[config.mk]
export PLATFORM = sky130hd
export DESIGN_NAME = pc_fetch_unit_flat
export DESIGN_NICKNAME = d
export VERILOG_FILES = /design/src/rtl/pc_fetch_unit_pkg.sv /design/src/rtl/pc_fetch_unit_if.sv /design/src/rtl/pc_fetch_unit.sv /design/src/flat_wrapper.sv
export SDC_FILE = /design/constraint.sdc
export NUM_CORES = 1
export LEC_CHECK = 0
export CAP_MARGIN = 20
export CORE_AREA = 4 4 148 107
export CTS_BUF_LIST = sky130_fd_sc_hd__clkbuf_8
export CTS_CLUSTER_DIAMETER = 30
export DETAILED_ROUTE_END_ITERATION = 7
export DIE_AREA = 0 0 152 111
export PLACE_DENSITY = 0.79
export SLEW_MARGIN = 20
export SYNTH_ARGS = -nofsm -noshare
export SYNTH_HDL_FRONTEND = slang
export SYNTH_SLANG_ARGS = --single-unit
[constraint.sdc]
create_clock -name clk -period 4 [get_ports clk]
set_input_delay 0.4 -clock clk [delete_from_list [all_inputs] [get_ports clk]]
set_output_delay 0.4 -clock clk [all_outputs]
set_load 0.005 [all_outputs]
[src/rtl/pc_fetch_unit_pkg.sv]
// Shared types and defaults for the fetch-stage front end.
package pc_fetch_unit_pkg;

  localparam int          DEF_XLEN     = 32;
  localparam logic [31:0] DEF_RESET_PC = 32'h0000_0000;
  localparam logic [31:0] INSTR_NOP    = 32'h0000_0013;

  typedef enum logic [1:0] {
    S_REQ  = 2'd0,
    S_WAIT = 2'd1,
    S_HOLD = 2'd2
  } fetch_state_t;

endpackage

[src/rtl/pc_fetch_unit_if.sv]
// Instruction-memory read bus: one request channel, one response channel.
interface pc_fetch_unit_if #(
  parameter int XLEN = 32
);
  logic            imem_req_valid;
  logic [XLEN-1:0] imem_req_addr;
  logic            imem_req_ready;
  logic            imem_rsp_valid;
  logic [XLEN-1:0] imem_rsp_data;

  modport master (
    output imem_req_valid, imem_req_addr,
    input  imem_req_ready, imem_rsp_valid, imem_rsp_data
  );

  modport slave (
    input  imem_req_valid, imem_req_addr,
    output imem_req_ready, imem_rsp_valid, imem_rsp_data
  );
endinterface

[src/rtl/pc_fetch_unit.sv]
// Fetch front end: PC register, single-outstanding imem read, holding register to decode.
module pc_fetch_unit
  import pc_fetch_unit_pkg::*;
#(
  parameter int            XLEN     = DEF_XLEN,
  parameter logic [XLEN-1:0] RESET_PC = XLEN'(DEF_RESET_PC)
) (
  input  logic              clk,
  input  logic              rst_n,
  input  logic              redirect_en,
  input  logic [XLEN-1:0]   redirect_pc,
  pc_fetch_unit_if.master   imem,
  output logic              if_valid,
  output logic [XLEN-1:0]   if_pc,
  output logic [XLEN-1:0]   if_instr,
  input  logic              if_ready,
  output logic              pc_misaligned
);

  fetch_state_t    state, state_nxt;
  logic [XLEN-1:0] pc, pc_nxt;
  logic [XLEN-1:0] req_addr, req_addr_nxt;
  logic            drop, drop_nxt;
  logic            run;
  logic            if_valid_nxt;
  logic [XLEN-1:0] if_pc_nxt, if_instr_nxt;
  logic [XLEN-1:0] tgt;
  logic            accept, handoff;

  // run gates the request so nothing is issued while reset is held
  assign imem.imem_req_valid = run && (state == S_REQ);
  assign imem.imem_req_addr  = req_addr;

  assign tgt     = {redirect_pc[XLEN-1:2], 2'b00};
  assign accept  = imem.imem_req_valid && imem.imem_req_ready;
  assign handoff = if_valid && if_ready;

  always_comb begin
    state_nxt    = state;
    pc_nxt       = pc;
    req_addr_nxt = req_addr;
    drop_nxt     = drop;
    if_valid_nxt = if_valid;
    if_pc_nxt    = if_pc;
    if_instr_nxt = if_instr;
    case (state)
      S_REQ: begin
        if (redirect_en) begin
          pc_nxt = tgt;
          if (accept) begin
            drop_nxt  = 1'b1;
            state_nxt = S_WAIT;
          end else if (imem.imem_req_valid) begin
            // offered request cannot be withdrawn; let it finish and discard it
            drop_nxt = 1'b1;
          end else begin
            req_addr_nxt = tgt;
          end
        end else if (accept) begin
          state_nxt = S_WAIT;
        end
      end
      S_WAIT: begin
        if (imem.imem_rsp_valid) begin
          if (redirect_en) begin
            pc_nxt       = tgt;
            req_addr_nxt = tgt;
            drop_nxt     = 1'b0;
            state_nxt    = S_REQ;
          end else if (drop) begin
            req_addr_nxt = pc;
            drop_nxt     = 1'b0;
            state_nxt    = S_REQ;
          end else begin
            if_valid_nxt = 1'b1;
            if_pc_nxt    = pc;
            if_instr_nxt = imem.imem_rsp_data;
            state_nxt    = S_HOLD;
          end
        end else if (redirect_en) begin
          pc_nxt   = tgt;
          drop_nxt = 1'b1;
        end
      end
      S_HOLD: begin
        if (redirect_en) begin
          if_valid_nxt = 1'b0;
          pc_nxt       = tgt;
          req_addr_nxt = tgt;
          state_nxt    = S_REQ;
        end else if (handoff) begin
          if_valid_nxt = 1'b0;
          pc_nxt       = pc + XLEN'(4);
          req_addr_nxt = pc + XLEN'(4);
          state_nxt    = S_REQ;
        end
      end
      default: begin
        state_nxt    = S_REQ;
        if_valid_nxt = 1'b0;
        req_addr_nxt = pc;
        drop_nxt     = 1'b0;
      end
    endcase
  end

  always_ff @(posedge clk or negedge rst_n) begin
    if (!rst_n) begin
      state         <= S_REQ;
      pc            <= RESET_PC;
      req_addr      <= RESET_PC;
      drop          <= 1'b0;
      run           <= 1'b0;
      if_valid      <= 1'b0;
      if_pc         <= '0;
      if_instr      <= '0;
      pc_misaligned <= 1'b0;
    end else begin
      state         <= state_nxt;
      pc            <= pc_nxt;
      req_addr      <= req_addr_nxt;
      drop          <= drop_nxt;
      run           <= 1'b1;
      if_valid      <= if_valid_nxt;
      if_pc         <= if_pc_nxt;
      if_instr      <= if_instr_nxt;
      pc_misaligned <= redirect_en && (redirect_pc[1:0] != 2'b00);
    end
  end

endmodule

[src/flat_wrapper.sv]
// flat-port wrapper written by rule: the top's interface ports become plain ports
module pc_fetch_unit_flat import pc_fetch_unit_pkg::*;
#(
  parameter int            XLEN     = DEF_XLEN,
  parameter logic [XLEN-1:0] RESET_PC = XLEN'(DEF_RESET_PC)
)
  (clk, rst_n, redirect_en, redirect_pc, if_valid, if_pc, if_instr, if_ready, pc_misaligned, imem_imem_req_valid, imem_imem_req_addr, imem_imem_req_ready, imem_imem_rsp_valid, imem_imem_rsp_data);
  pc_fetch_unit_if #(.XLEN(XLEN)) imem_i ();
  input  logic clk;
  input  logic rst_n;
  input  logic redirect_en;
  input  logic [XLEN-1:0] redirect_pc;
  output logic if_valid;
  output logic [XLEN-1:0] if_pc;
  output logic [XLEN-1:0] if_instr;
  input  logic if_ready;
  output logic pc_misaligned;
  output wire logic [$bits(imem_i.imem_req_valid)-1:0] imem_imem_req_valid;
  output wire logic [$bits(imem_i.imem_req_addr)-1:0] imem_imem_req_addr;
  input wire logic [$bits(imem_i.imem_req_ready)-1:0] imem_imem_req_ready;
  input wire logic [$bits(imem_i.imem_rsp_valid)-1:0] imem_imem_rsp_valid;
  input wire logic [$bits(imem_i.imem_rsp_data)-1:0] imem_imem_rsp_data;
  assign imem_imem_req_valid = imem_i.imem_req_valid;
  assign imem_imem_req_addr = imem_i.imem_req_addr;
  assign imem_i.imem_req_ready = imem_imem_req_ready;
  assign imem_i.imem_rsp_valid = imem_imem_rsp_valid;
  assign imem_i.imem_rsp_data = imem_imem_rsp_data;
  pc_fetch_unit #(.XLEN(XLEN), .RESET_PC(RESET_PC)) u_core (.clk(clk), .rst_n(rst_n), .redirect_en(redirect_en), .redirect_pc(redirect_pc), .imem(imem_i), .if_valid(if_valid), .if_pc(if_pc), .if_instr(if_instr), .if_ready(if_ready), .pc_misaligned(pc_misaligned));
endmodule
# Word-level counts from Yosys, hierarchy flattened
# Index checks and enable logic that the tools add are counted.
[word_totals]
inputBits = 70
output_inout_bits = 99
regBits = 134
word_cells = 72
[op_classes]
eq_ne = 14
mux = 30
bitwise = 4
reduce_logical = 14
n_addsub = 1
[ops]
columns = ["operator", "count"]
rows = [
  ["32-bit two-way mux", 9],
  ["32-bit one-hot mux with 3 select lines", 1],
  ["32-bit one-hot mux with 2 select lines", 1],
  ["32-bit by 3-bit adder with 32-bit output (second input constant)", 1],
  ["2-bit two-way mux", 6],
  ["2-bit inequality test (second input constant)", 6],
  ["1-bit two-way mux", 10],
  ["4-bit AND reduction", 2],
  ["3-bit by 2-bit inequality test with 1-bit output (second input constant)", 2],
  ["1-bit one-hot mux with 3 select lines", 2],
  ["2-bit one-hot mux with 3 select lines", 1],
  ["3-bit AND reduction", 2],
  ["6-bit AND reduction", 1],
  ["5-bit AND reduction", 1],
  ["1-bit logical AND", 4],
  ["2-bit by 1-bit inequality test with 1-bit output (second input constant)", 2],
  ["1-bit inverter", 4],
  ["2-bit nonzero test", 2],
  ["3-bit by 1-bit inequality test with 1-bit output (second input constant)", 1],
  ["3-bit inequality test (second input constant)", 1],
  ["2-bit by 1-bit == test with 1-bit output (second input constant)", 1],
  ["2-bit == test (second input constant)", 1],
  ["2-bit logical NOT", 1],
  ["2-bit OR reduction", 1],
]

# Longest topological paths before layout
# Gate-level depths: netlist of the first run.
[depth]
word_depth = 6
mapped_depth = 8
ltp_nobuf = 7

# Worst setup path after synthesis of the first run
# Ideal clock, no wire load.
[synth_timing]
path_type = "register to register"
from = "register u_core.pc[3]"
to = "register u_core.req_addr[22] (netlist: u_core.imem.imem_req_addr[22])"
path_buffers = 1
setup_ps = 130
required_time_ps = 3870
t_arrival_ps = 2027
path_slack_ps = 1844
period_less_slack_ps = 2156
path_stages_with_launch = 9
path_cell_list = "dfrtp_1 > ha_1 > nand4_1 > nor4_2 > buf_2 > mux2i_1 > nand2_1 > a211oi_1 > o21ai_0"
[synth_via]
elab_chain_cells = 4
[synth_lines]
columns = ["item", "line_no", "text"]
rows = [
  ["start, declared", "pc_fetch_unit.sv:21", "logic [XLEN-1:0] pc, pc_nxt;"],
  ["start signal, assigned", "pc_fetch_unit.sv:120", "pc <= pc_nxt;"],
  ["32-bit by 3-bit adder with 32-bit output", "pc_fetch_unit.sv:94", "req_addr_nxt = pc + XLEN'(4);"],
  ["32-bit two-way mux", "pc_fetch_unit.sv:91", "end else if (handoff) begin"],
  ["32-bit two-way mux", "pc_fetch_unit.sv:86", "if (redirect_en) begin"],
  ["32-bit one-hot mux with 3 select lines", "pc_fetch_unit.sv:46", "case (state)"],
  ["end signal, assigned", "pc_fetch_unit.sv:121", "req_addr <= req_addr_nxt;"],
  ["end, declared", "pc_fetch_unit.sv:22", "logic [XLEN-1:0] req_addr, req_addr_nxt;"],
]
# Every way passes these cells. The select of a mux whose other input is x is not followed.
# A chain may end at the register's enable or synchronous reset.

# Final worst setup path of the first run
[layout_timing]
from = "register u_core.state[1]"
to = "register u_core.req_addr[31] (netlist: u_core.imem.imem_req_addr[31])"
[layout_via]
elab_chain_cells = 5
word_cells_on_any_way = 13
classes_between = "8 x eq/ne; 1 x mux; 4 x reduce/logical"
[layout_lines]
columns = ["item", "line_no", "text"]
rows = [
  ["start, declared", "pc_fetch_unit.sv:20", "fetch_state_t state, state_nxt;"],
  ["start signal, assigned", "pc_fetch_unit.sv:119", "state <= state_nxt;"],
  ["2-bit logical NOT", "pc_fetch_unit.sv:31, pc_fetch_unit.sv:46", ""],
  ["1-bit logical AND", "pc_fetch_unit.sv:31", "assign imem.imem_req_valid = run && (state == S_REQ);"],
  ["1-bit logical AND", "pc_fetch_unit.sv:35", "assign accept = imem.imem_req_valid && imem.imem_req_ready;"],
  ["2-bit inequality test (no source line)", "n/a", ""],
  ["6-bit AND reduction (no source line)", "n/a", ""],
]
# Several ways; a longest one is shown, not always the timed one.

==> results of run 1 <==
sequential cells by signal, indices dropped and copies added (netlist names), 2 cells and up:
| name | count |
|---|---|
| u_core.state | 2 |
| u_core.pc | 32 |
| u_core.if_instr | 32 |
| u_core.if_pc | 32 |
| u_core.imem.imem_req_addr | 32 |
synth_stat cells, types with 10 or more instances:
cell type  count
nor3_1        10
dfrtp_1      134
nand2_1       75
o22ai_1       16
mux2_2        63
nand4_1       10
clkbuf_1      38
xnor2_1       10
nor2_1        44
o21ai_0       67
nand3_1       25
a21oi_1       62
cells in the final DEF, fill, tap and decap left out, types with 5 or more instances in the layout:
master	Yosys	routed
and2_1	6	6
inv_1	6	6
o22ai_1	16	16
nor2_1	44	44
o21ai_0	67	66
buf_4	4	15
clkbuf_8	1	21
a22oi_1	9	9
o221ai_1	9	9
dfrtp_1	134	134
nand2_1	75	74
a21o_1	9	9
o32ai_1	5	5
mux2_2	63	63
a211oi_1	5	5
clkdlybuf4s50_1	0	167
nand2b_1	6	6
nor3_1	10	10
a32oi_1	5	5
o31ai_1	7	7
nand4_1	10	10
a31oi_1	8	8
a21oi_1	62	62
and3_1	6	6
nand3_1	25	25
xnor2_1	10	10
a221oi_1	7	7
worst max-delay path by stage:
stage / startpoint / to / slack [ns] / depth (start not counted)
floorplan: u_core.pc[3]$_DFFE_PN0P_ / u_core.imem.imem_req_addr[22]$_DFFE_PN0P_ / 1.84 / 8
global placement: redirect_en / u_core.pc[21]$_DFFE_PN0P_ / 0.88 / 7
detailed placement: redirect_en / u_core.pc[21]$_DFFE_PN0P_ / 0.75 / 7
CTS: u_core.state[1]$_DFFE_PN0P_ / u_core.imem.imem_req_addr[31]$_DFFE_PN0P_ / 1.21 / 8
global route: redirect_en / u_core.pc[24]$_DFFE_PN0P_ / 0.91 / 7
finish: u_core.state[1]$_DFFE_PN0P_ / u_core.imem.imem_req_addr[31]$_DFFE_PN0P_ / 1.09 / 8
routing by layer:
| layer | global-route usage (%) | routed length [um] | vias to the layer above |
|---|---|---|---|
| met5 | 0 | 0 | - |
| met4 | 4.43 | 256 | 0 |
| met3 | 8.27 | 2630 | 31 |
| met2 | 34.9 | 9060 | 410 |
| met1 | 36.4 | 9240 | 3186 |
| li1 | - | - | 2967 |
worst max-delay path, delay by kind of cell (launching register included):
| family | cells | cell delay, ns |
|---|---|---|
| AO/OA/AOI/OAI | 4 | 1.20 |
| AND/OR/NAND/NOR | 2 | 0.52 |
| buffers and inverters | 2 | 0.73 |
| flip-flops | 1 | 0.36 |
stage by stage:
step | cells | setup WS [ns] | cell area (sq um)
after floorplan | 730 | 1.84 | 7090
after global placement | 1046 | 0.876 | 8810
after detailed placement | 1046 | 0.755 | 8810
after CTS | 1078 | 1.21 | 9220
after global routing | 1080 | 0.909 | 9260
final | 1080 | 1.09 | 9260
power groups by stage:
| stage | Combinational [mW] | Clock [mW] | Sequential (mW) |
|---|---|---|---|
| floorplan | 0.644 | 0 | 2.02 |
| global placement | 1.62 | 0 | 2.05 |
| detailed placement | 1.63 | 0 | 2.07 |
| CTS | 1.65 | 1.19 | 2.04 |
| global route | 1.76 | 1.26 | 2.10 |
| finish | 1.63 | 1.19 | 2.04 |
area by class of cell:
cell class | instances | area, sq um | area share (%)
clock buffers | 21 | 289 | 3.12
clock inverters | 11 | 124 | 1.34
multi-input cells | 526 | 3390 | 36.6
repair buffers | 185 | 1830 | 19.8
well taps | 195 | 244 | 2.64
inverters | 8 | 30.0 | 0.324
flip-flops and latches | 134 | 3350 | 36.2
cell families after synthesis:
| logic type | Yosys count |
|---|---|
| adder cells (fa/ha/maj) | 1 |
| other | 1 |
| AO/OA/AOI/OAI | 236 |
| AND/OR/NAND/NOR | 209 |
| multiplexers | 66 |
| XOR/XNOR | 13 |
| flip-flops | 134 |
| buffers and inverters | 70 |
==> flow_summary.toml, run 1 <==
[clocking]
clockRootBuffer = "clkbuf_8"
cts_buffers = 17
postCtsSetupRepairBufs = 0
cts-hold-fix-buffers = 0
cts_tree = "yes"
path_clk_slew_ns = 0.08
cts.sinks = 134
cts_resized = 0
clk_latency_ns = 0.45
htree_levels = 4
clk_path_buf_depth = 2

[timing]
fin_setup_tns_ns = 0
finClkSkew_ns = 0.0137
setup_viol = 0
fin_hold_ws_ns = 0.486
max_slew_margin_pct = 30.1
hold_viol_final = 0
period_needed_ns = 2.91
rsz0062_at_grt = "no"
finalCritPeriodShare_pct = 72.7
finalMaxSlewViolations = 0
worstMarginPinSlew_ns = 1.05
max_freq_mhz = 344

[global_route]
antenna_found_initial = 0
grt_use_total_pct = 24.4
grt_start_max_net_pins = 110
grt_pass1_wl_um = 33500
grt.overflow.total = 0
grt_pass1_vias = 6142

[final_layout]
finalNetCount = 943
area_delta_synth_final_pct = 30.6
diodes = 0
final_core_util_pct = 64.1
layout-drive-gt1-share_pct = 14.6
nFillCells = 1205

[routing]
drtIter0Drc = 911
vias_per_cell = 6.11
drtAntennaViolNets = 0
routed_wl_um = 21200
drtPass1Iterations = 6
drc = 0
vias = 6594
wl_per_cell_um = 19.6

[synth]
synthAdderAreaFrac_pct = 0.177
synth_fp_nets = 801
synth-simple-area-share_pct = 14.7
yosys.cell_types.count = 74
synth_compound_area_share_pct = 20.7
avgSynthCellArea_sq_um = 9.71
synth_area_leader_cell = "dfrtp_1"
synth_seq_cells = 134
synth_edf_count = 0
synth_top_family_by_area = "compound AO/OA/AOI/OAI gates"
syn_area_sq_um = 7090
synth_xor_area_share_pct = 1.61
synthCells = 730
synthTopCellsByArea = "dfrtp_1 (47%), mux2_2 (10%), o21ai_0 (4.7%), a21oi_1 (4.4%), nand2_1 (4.0%)"
ys_seq_area_share_pct = 47.3
synth_ff_type = "dfrtp_1"
synth.top_cell.area_share_pct = 47.3
yosys_warnings = 0
synth-async-reset-ratio_pct = 100
synth.mux.area_fraction_pct = 10.4

[critical_path]
r2r-end = "u_core.imem.imem_req_addr[31]$_DFFE_PN0P_"
crit_path_start_kind = "flop"
crit_required_ns = 4.37
crit_top_cell = "buf_4"
worstRegToRegCells = 8
slowest_stage = "o21a_1"
path_class = "flop to flop"
regToRegSetupSlack_ns = 1.09
timing.critical_path.cells = "buf_4 -> and3_1 -> nor2_1 -> a21oi_1 -> o21a_1 -> buf_4 -> o311ai_0 -> o21ai_0"
worstReg2RegStart = "u_core.state[1]$_DFFE_PN0P_"
critPathArrivalTime_ns = 3.27
cpPeakStageDelay_ns = 0.60
worstSetupEndpointType = "flop"
crit_fanout = 37

[die]
fp.dieH_um = 111
io_pins = 169
coreArea_sq_um = 14400
initial_core_util_pct = 49.1
fp.dieW_um = 152
die_area_sq_um = 16900
row_count = 37

[min_path]
hold_class = "input port to async pin"

[pwr]
p_sw_mw = 1.45
irDropWorstVdd_mv = 0.318
p_total_mw = 4.86
internal_power_mw = 3.41
leakage_nw = 3.82
powerDensity_nw_per_um2 = 525
swShare_pct = 29.8
seqPwrFrac_pct = 42.0
combPwrFrac_pct = 33.6
power_frac_clock_pct = 24.4

[placed_design]
dp_hpwl_um = 14200
portBuffers = 168
place_congestion = 0.881

[flow_run]
max-cap-violations = 0

[outcome]
outcome = "completed"
Note: power is estimated with default switching activity, not from simulation.
==> run 2: changes to the inputs <==
--- a/config.mk
+++ b/config.mk
@@ -6,12 +6,12 @@
 export NUM_CORES = 1
 export LEC_CHECK = 0
 export CAP_MARGIN = 20
-export CORE_AREA = 4 4 148 107
+export CORE_AREA = 4 4 152 110
 export CTS_BUF_LIST = sky130_fd_sc_hd__clkbuf_8
 export CTS_CLUSTER_DIAMETER = 30
 export DETAILED_ROUTE_END_ITERATION = 7
-export DIE_AREA = 0 0 152 111
-export PLACE_DENSITY = 0.79
+export DIE_AREA = 0 0 156 114
+export PLACE_DENSITY = 0.78
 export SLEW_MARGIN = 20
 export SYNTH_ARGS = -nofsm -noshare
 export SYNTH_HDL_FRONTEND = slang
==> constraint.sdc (replaced) <==
create_clock -name clk -period 2.6 [get_ports clk]
set_input_delay 0.26 -clock clk [delete_from_list [all_inputs] [get_ports clk]]
set_output_delay 0.26 -clock clk [all_outputs]
set_load 0.005 [all_outputs]
==> flow_summary.toml, run 2 (synthesized netlist as in run 1, its figures left out) <==
[outcome]
outcome = "completed"

[timing]
max_freq_mhz = 414
finClkSkew_ns = 0.0143
fin_setup_tns_ns = 0
hold_viol_final = 0
worstMarginPinSlew_ns = 0.849
finalCritPeriodShare_pct = 92.9
max_slew_margin_pct = 43.0
finalMaxSlewViolations = 0
setup_viol = 0
period_needed_ns = 2.41
rsz0062_at_grt = "no"

[routing]
vias_per_cell = 5.96
drtAntennaViolNets = 0
vias = 6704
routed_wl_um = 23200
drc = 0
wl_per_cell_um = 20.6
drtIter0Drc = 782
drtPass1Iterations = 6

[final_layout]
diodes = 0
nFillCells = 1279
layout-drive-gt1-share_pct = 18.4
mostFrequentLayoutCells = "clkdlybuf4s50_1 (167), dfrtp_1 (133), nand2_1 (74)"
area_delta_synth_final_pct = 35.1
final_core_util_pct = 62.7
seq_area_sq_um = 3350
final_common_cell = "clkdlybuf4s50_1"
finalNetCount = 982
multi_input_area_sq_um = 3380

[pwr]
p_sw_mw = 2.39
seqPwrFrac_pct = 41.1
internal_power_mw = 5.25
combPwrFrac_pct = 34.6
leakage_nw = 4.00
swShare_pct = 31.2
power_frac_clock_pct = 24.3
irDropWorstVdd_mv = 0.448
powerDensity_nw_per_um2 = 798

[global_route]
grt.overflow.total = 0
grt_pass1_wl_um = 36800
grt_pass1_vias = 6676
antenna_found_initial = 1
grt_start_max_net_pins = 74
grt_use_total_pct = 26.4

[critical_path]
crit_required_ns = 2.93
slowest_stage = "dfrtp_1"
regToRegSetupSlack_ns = 0.19
cp.depth = 8
timing.critical_path.cells = "ha_2 -> nand4_1 -> nor4_2 -> buf_12 -> nand4_1 -> nor3b_1 -> a2111oi_0 -> nor2_1"
crit_top_cell = "nand4_1"
crit_fanout = 15
critPathArrivalTime_ns = 2.75
worstSetupEndpointType = "flop"
cpPeakStageDelay_ns = 0.51
cp.buffers_inverters = 1
crit_path_start_kind = "flop"
worst_path_dominant_cell_family = "simple AND/OR/NAND/NOR gates"
path_class = "flop to flop"
worstRegToRegCells = 8

[clocking]
postCtsSetupRepairBufs = 0
htree_levels = 4
cts.sinks = 134
clk_path_buf_depth = 2
clockRootBuffer = "clkbuf_8"
cts_buffers = 17
path_clk_slew_ns = 0.09
cts_tree = "yes"
clk_latency_ns = 0.46

[die]
fp.dieW_um = 156
coreArea_sq_um = 15300
fp.dieH_um = 114
die_area_sq_um = 17800
initial_core_util_pct = 46.4
io_pins = 169
row_count = 38

[flow_run]
max-cap-violations = 0

[min_path]
hold_class = "input port to flop"
min_path_cells = 3

[placed_design]
dp_hpwl_um = 16600
place_congestion = 0.945
portBuffers = 168
## run 2: cell types whose count changed in the layout (fill, tap and decap cells not counted), sizes merged
cell,previous run,this run
buf,17,56
clkinv,6,1
clkbuf,21,17
inv,8,18
clkinvlp,3,2
## run 2: layer usage
layer  global-route usage, %  vias to the layer above  wire length, um
li1                        -                     3045                -
met1                    38.6                     3179            10200
met2                    38.6                      443             9980
met3                    7.17                       35             2730
met4                    7.70                        2              322
met5                       0                        -               13
## run 2: repair_timing
item,CTS,global route
setup endpoints to repair,0,3
hold buffers,1,0
resized for setup,0,2
hold endpoints to repair,71,0
## run 2: power groups by stage
stage               registers [mW]  clock network [mW]  logic [mW]
global route                  3.22                1.98        2.86
finish                        3.14                1.86        2.64
CTS                           3.14                1.89        2.66
global placement              3.14                   0        2.61
floorplan                     3.11                   0       0.990
detailed placement            3.17                   0        2.64
## run 2: stage by stage
step	power (mW)	cell area (sq um)	setup WS [ns]	cells	hold WS [ns]
global route	8.07	9570	0.00437	1124	0.395
finish	7.64	9570	0.185	1124	0.383
global placement	5.75	9150	0.246	1091	0.331
floorplan	4.10	7090	0.444	730	-0.0356
detailed placement	5.82	9150	0.176	1091	0.332
CTS	7.69	9570	0.00785	1124	0.373
## run 2: cell type report
type	count	area share [%]
clock buffer	17	2.44
timing repair buffer	224	22.4
inverter	8	0.314
multi-input combinational	526	35.3
sequential	134	35.0
tap	200	2.61
clock inverter	15	1.87
## run 2: worst min-delay path, delay by kind of cell
family | cells | cell delay (ns)
buffers and inverters | 1 | 0.39
and+or+nand+nor | 2 | 0.15
## run 2: final timing paths
check | start | endpoint
max in group asynchronous | rst_n | u_core.pc[25]$_DFFE_PN0P_
min in group asynchronous | rst_n | u_core.if_instr[20]$_DFFE_PN0P_
worst max register to register | u_core.pc[3]$_DFFE_PN0P_ | u_core.imem.imem_req_addr[26]$_DFFE_PN0P_
worst min-delay path | redirect_pc[0] | u_core.pc_misaligned$_DFF_PN0_
worst max-delay path | u_core.pc[3]$_DFFE_PN0P_ | u_core.imem.imem_req_addr[26]$_DFFE_PN0P_
worst min register to register | u_core.imem.imem_req_addr[5]$_DFFE_PN0P_ | u_core.imem.imem_req_addr[5]$_DFFE_PN0P_
==> run 3: changes to the inputs <==
--- a/config.mk
+++ b/config.mk
@@ -6,11 +6,11 @@
 export NUM_CORES = 1
 export LEC_CHECK = 0
 export CAP_MARGIN = 20
-export CORE_AREA = 4 4 152 110
+export CORE_AREA = 2 2 150 108
 export CTS_BUF_LIST = sky130_fd_sc_hd__clkbuf_8
 export CTS_CLUSTER_DIAMETER = 30
 export DETAILED_ROUTE_END_ITERATION = 7
-export DIE_AREA = 0 0 156 114
+export DIE_AREA = 0 0 152 110
 export PLACE_DENSITY = 0.78
 export SLEW_MARGIN = 20
 export SYNTH_ARGS = -nofsm -noshare
==> flow_summary.toml, run 3 (synthesized netlist as in run 1, its figures left out) <==
[outcome]
outcome = "completed"

[timing]
setup_ws_ns = 0.178
max_slew_margin_pct = 48.7
fin_setup_tns_ns = 0
fin_hold_ws_ns = 0.348
rsz0062_at_grt = "no"
worstMarginPinSlew_ns = 0.769
setup_viol = 0
period_needed_ns = 2.42
finalCritPeriodShare_pct = 93.1
finalMaxSlewViolations = 0
hold_viol_final = 0
max_freq_mhz = 413
finClkSkew_ns = 0.0130

[critical_path]
r2r-end = "u_core.imem.imem_req_addr[10]$_DFFE_PN0P_"
worstReg2RegStart = "u_core.state[0]$_DFFE_PN0P_"
timing.critical_path.cells = "buf_4 -> nor2_1 -> and2_1 -> clkdlybuf4s50_1"
regToRegSetupSlack_ns = 0.23
slowest_stage = "dfrtp_1"
critPathArrivalTime_ns = 2.16
cp.buffers_inverters = 2
worstRegToRegCells = 6
cpPeakStageDelay_ns = 0.72
worstSetupEndpointType = "output port"
worst_path_dominant_cell_family = "buffers and inverters"
crit_path_start_kind = "flop"
crit_fanout = 14
crit_required_ns = 2.34
path_class = "flop to output port"

[routing]
drtPass1Iterations = 6
vias = 6781
drc = 0
vias_per_cell = 6.08
met1_length_um = 9880
met2_wirelength_um = 9640
drtAntennaViolNets = 0
wl_per_cell_um = 20.0
routed.top_layer = "met4"
routed_wl_um = 22300
drtIter0Drc = 974
wl_met3_um = 2510

[pwr]
p_total_mw = 7.45
p_sw_mw = 2.33
combPwrFrac_pct = 34.7
powerDensity_nw_per_um2 = 786
power_frac_clock_pct = 22.9
irDropWorstVdd_mv = 0.461
internal_power_mw = 5.12
seqPwrFrac_pct = 42.4
leakage_nw = 3.95
swShare_pct = 31.3

[clocking]
clk_latency_ns = 0.46
cts_buffers = 17
htree_levels = 4
cts.sinks = 134
clockRootBuffer = "clkbuf_8"
clk_path_buf_depth = 2
cts_tree = "yes"
path_clk_slew_ns = 0.09

[final_layout]
diodes = 0
layout-drive-gt1-share_pct = 17.6
seq_area_sq_um = 3350
area_delta_synth_final_pct = 33.8
mostFrequentLayoutCells = "clkdlybuf4s50_1 (167), dfrtp_1 (133), nand2_1 (74)"
nFillCells = 1275
final_common_cell = "clkdlybuf4s50_1"
design_area_sq_um = 9490
finalNetCount = 973
multi_input_area_sq_um = 3380

[global_route]
grt_pass1_wl_um = 35700
antenna_found_initial = 0
grt_use_total_pct = 27.4
grt_pass1_vias = 6454
grt_start_max_net_pins = 61
grt.overflow.total = 0

[die]
io_pins = 169
fp.dieW_um = 152
fp.dieH_um = 110
die_area_sq_um = 16700
coreArea_sq_um = 15300
initial_core_util_pct = 46.4
row_count = 38

[placed_design]
placed_area_sq_um = 9090
dp_worst_setup_slack_ns = 0.164
portBuffers = 168
dp_hpwl_um = 16000
place_congestion = 0.991

[min_path]
hold_class = "input port to async pin"

[flow_run]
max-cap-violations = 0
## run 3: power by group through the flow
stage / clock network, mW / logic, mW / registers, mW
4_1_cts: 1.74 / 2.60 / 3.16
3_5_place_dp: 0 / 2.59 / 3.20
6_report: 1.71 / 2.59 / 3.16
3_3_place_gp: 0 / 2.54 / 3.18
5_1_grt: 1.83 / 2.79 / 3.25
2_1_floorplan: 0 / 0.990 / 3.11
## run 3: layer usage
layer | up-vias | GRT usage [%]
met5 | - | 0
met1 | 3256 | 40.4
li1 | 3035 | -
met4 | 0 | 7.14
met2 | 454 | 40.6
met3 | 36 | 6.84
## run 3: how the worst max path moves through the flow
| stage | depth (start not counted) | from | endpoint | slack (ns) |
|---|---|---|---|---|
| global placement | 8 | u_core.pc[3]$_DFFE_PN0P_ | u_core.imem.imem_req_addr[28]$_DFFE_PN0P_ | 0.26 |
| floorplan | 8 | u_core.pc[3]$_DFFE_PN0P_ | u_core.imem.imem_req_addr[22]$_DFFE_PN0P_ | 0.44 |
| global route | 8 | u_core.pc[3]$_DFFE_PN0P_ | u_core.imem.imem_req_addr[26]$_DFFE_PN0P_ | 0.06 |
| finish | 4 | u_core.state[0]$_DFFE_PN0P_ | imem_imem_req_valid | 0.18 |
| detailed placement | 8 | u_core.pc[3]$_DFFE_PN0P_ | u_core.imem.imem_req_addr[26]$_DFFE_PN0P_ | 0.16 |
| CTS | 8 | u_core.pc[3]$_DFFE_PN0P_ | u_core.imem.imem_req_addr[26]$_DFFE_PN0P_ | 0.14 |
## run 3: stage by stage
step,util (%),cells
4_1_cts,62.1,1115
2_1_floorplan,-,730
6_report,62.2,1115
3_3_place_gp,59.6,1082
3_5_place_dp,59.6,1082
5_1_grt,62.2,1115
## run 3: layout make-up
class,count,share of cell area [%]
clock inverter,15,1.53
inverter,8,0.317
timing repair buffer,215,22.0
tap,200,2.64
sequential,134,35.4
multi-input combinational,526,35.7
clock buffer,17,2.47
## run 3: timing repair
action / in CTS / in global routing
resized for setup: 0 / 3
buffers inserted: 0 / 0
endpoints found under the hold margin: 58 / 0
hold buffers: 1 / 0
setup endpoints to repair: 0 / 3
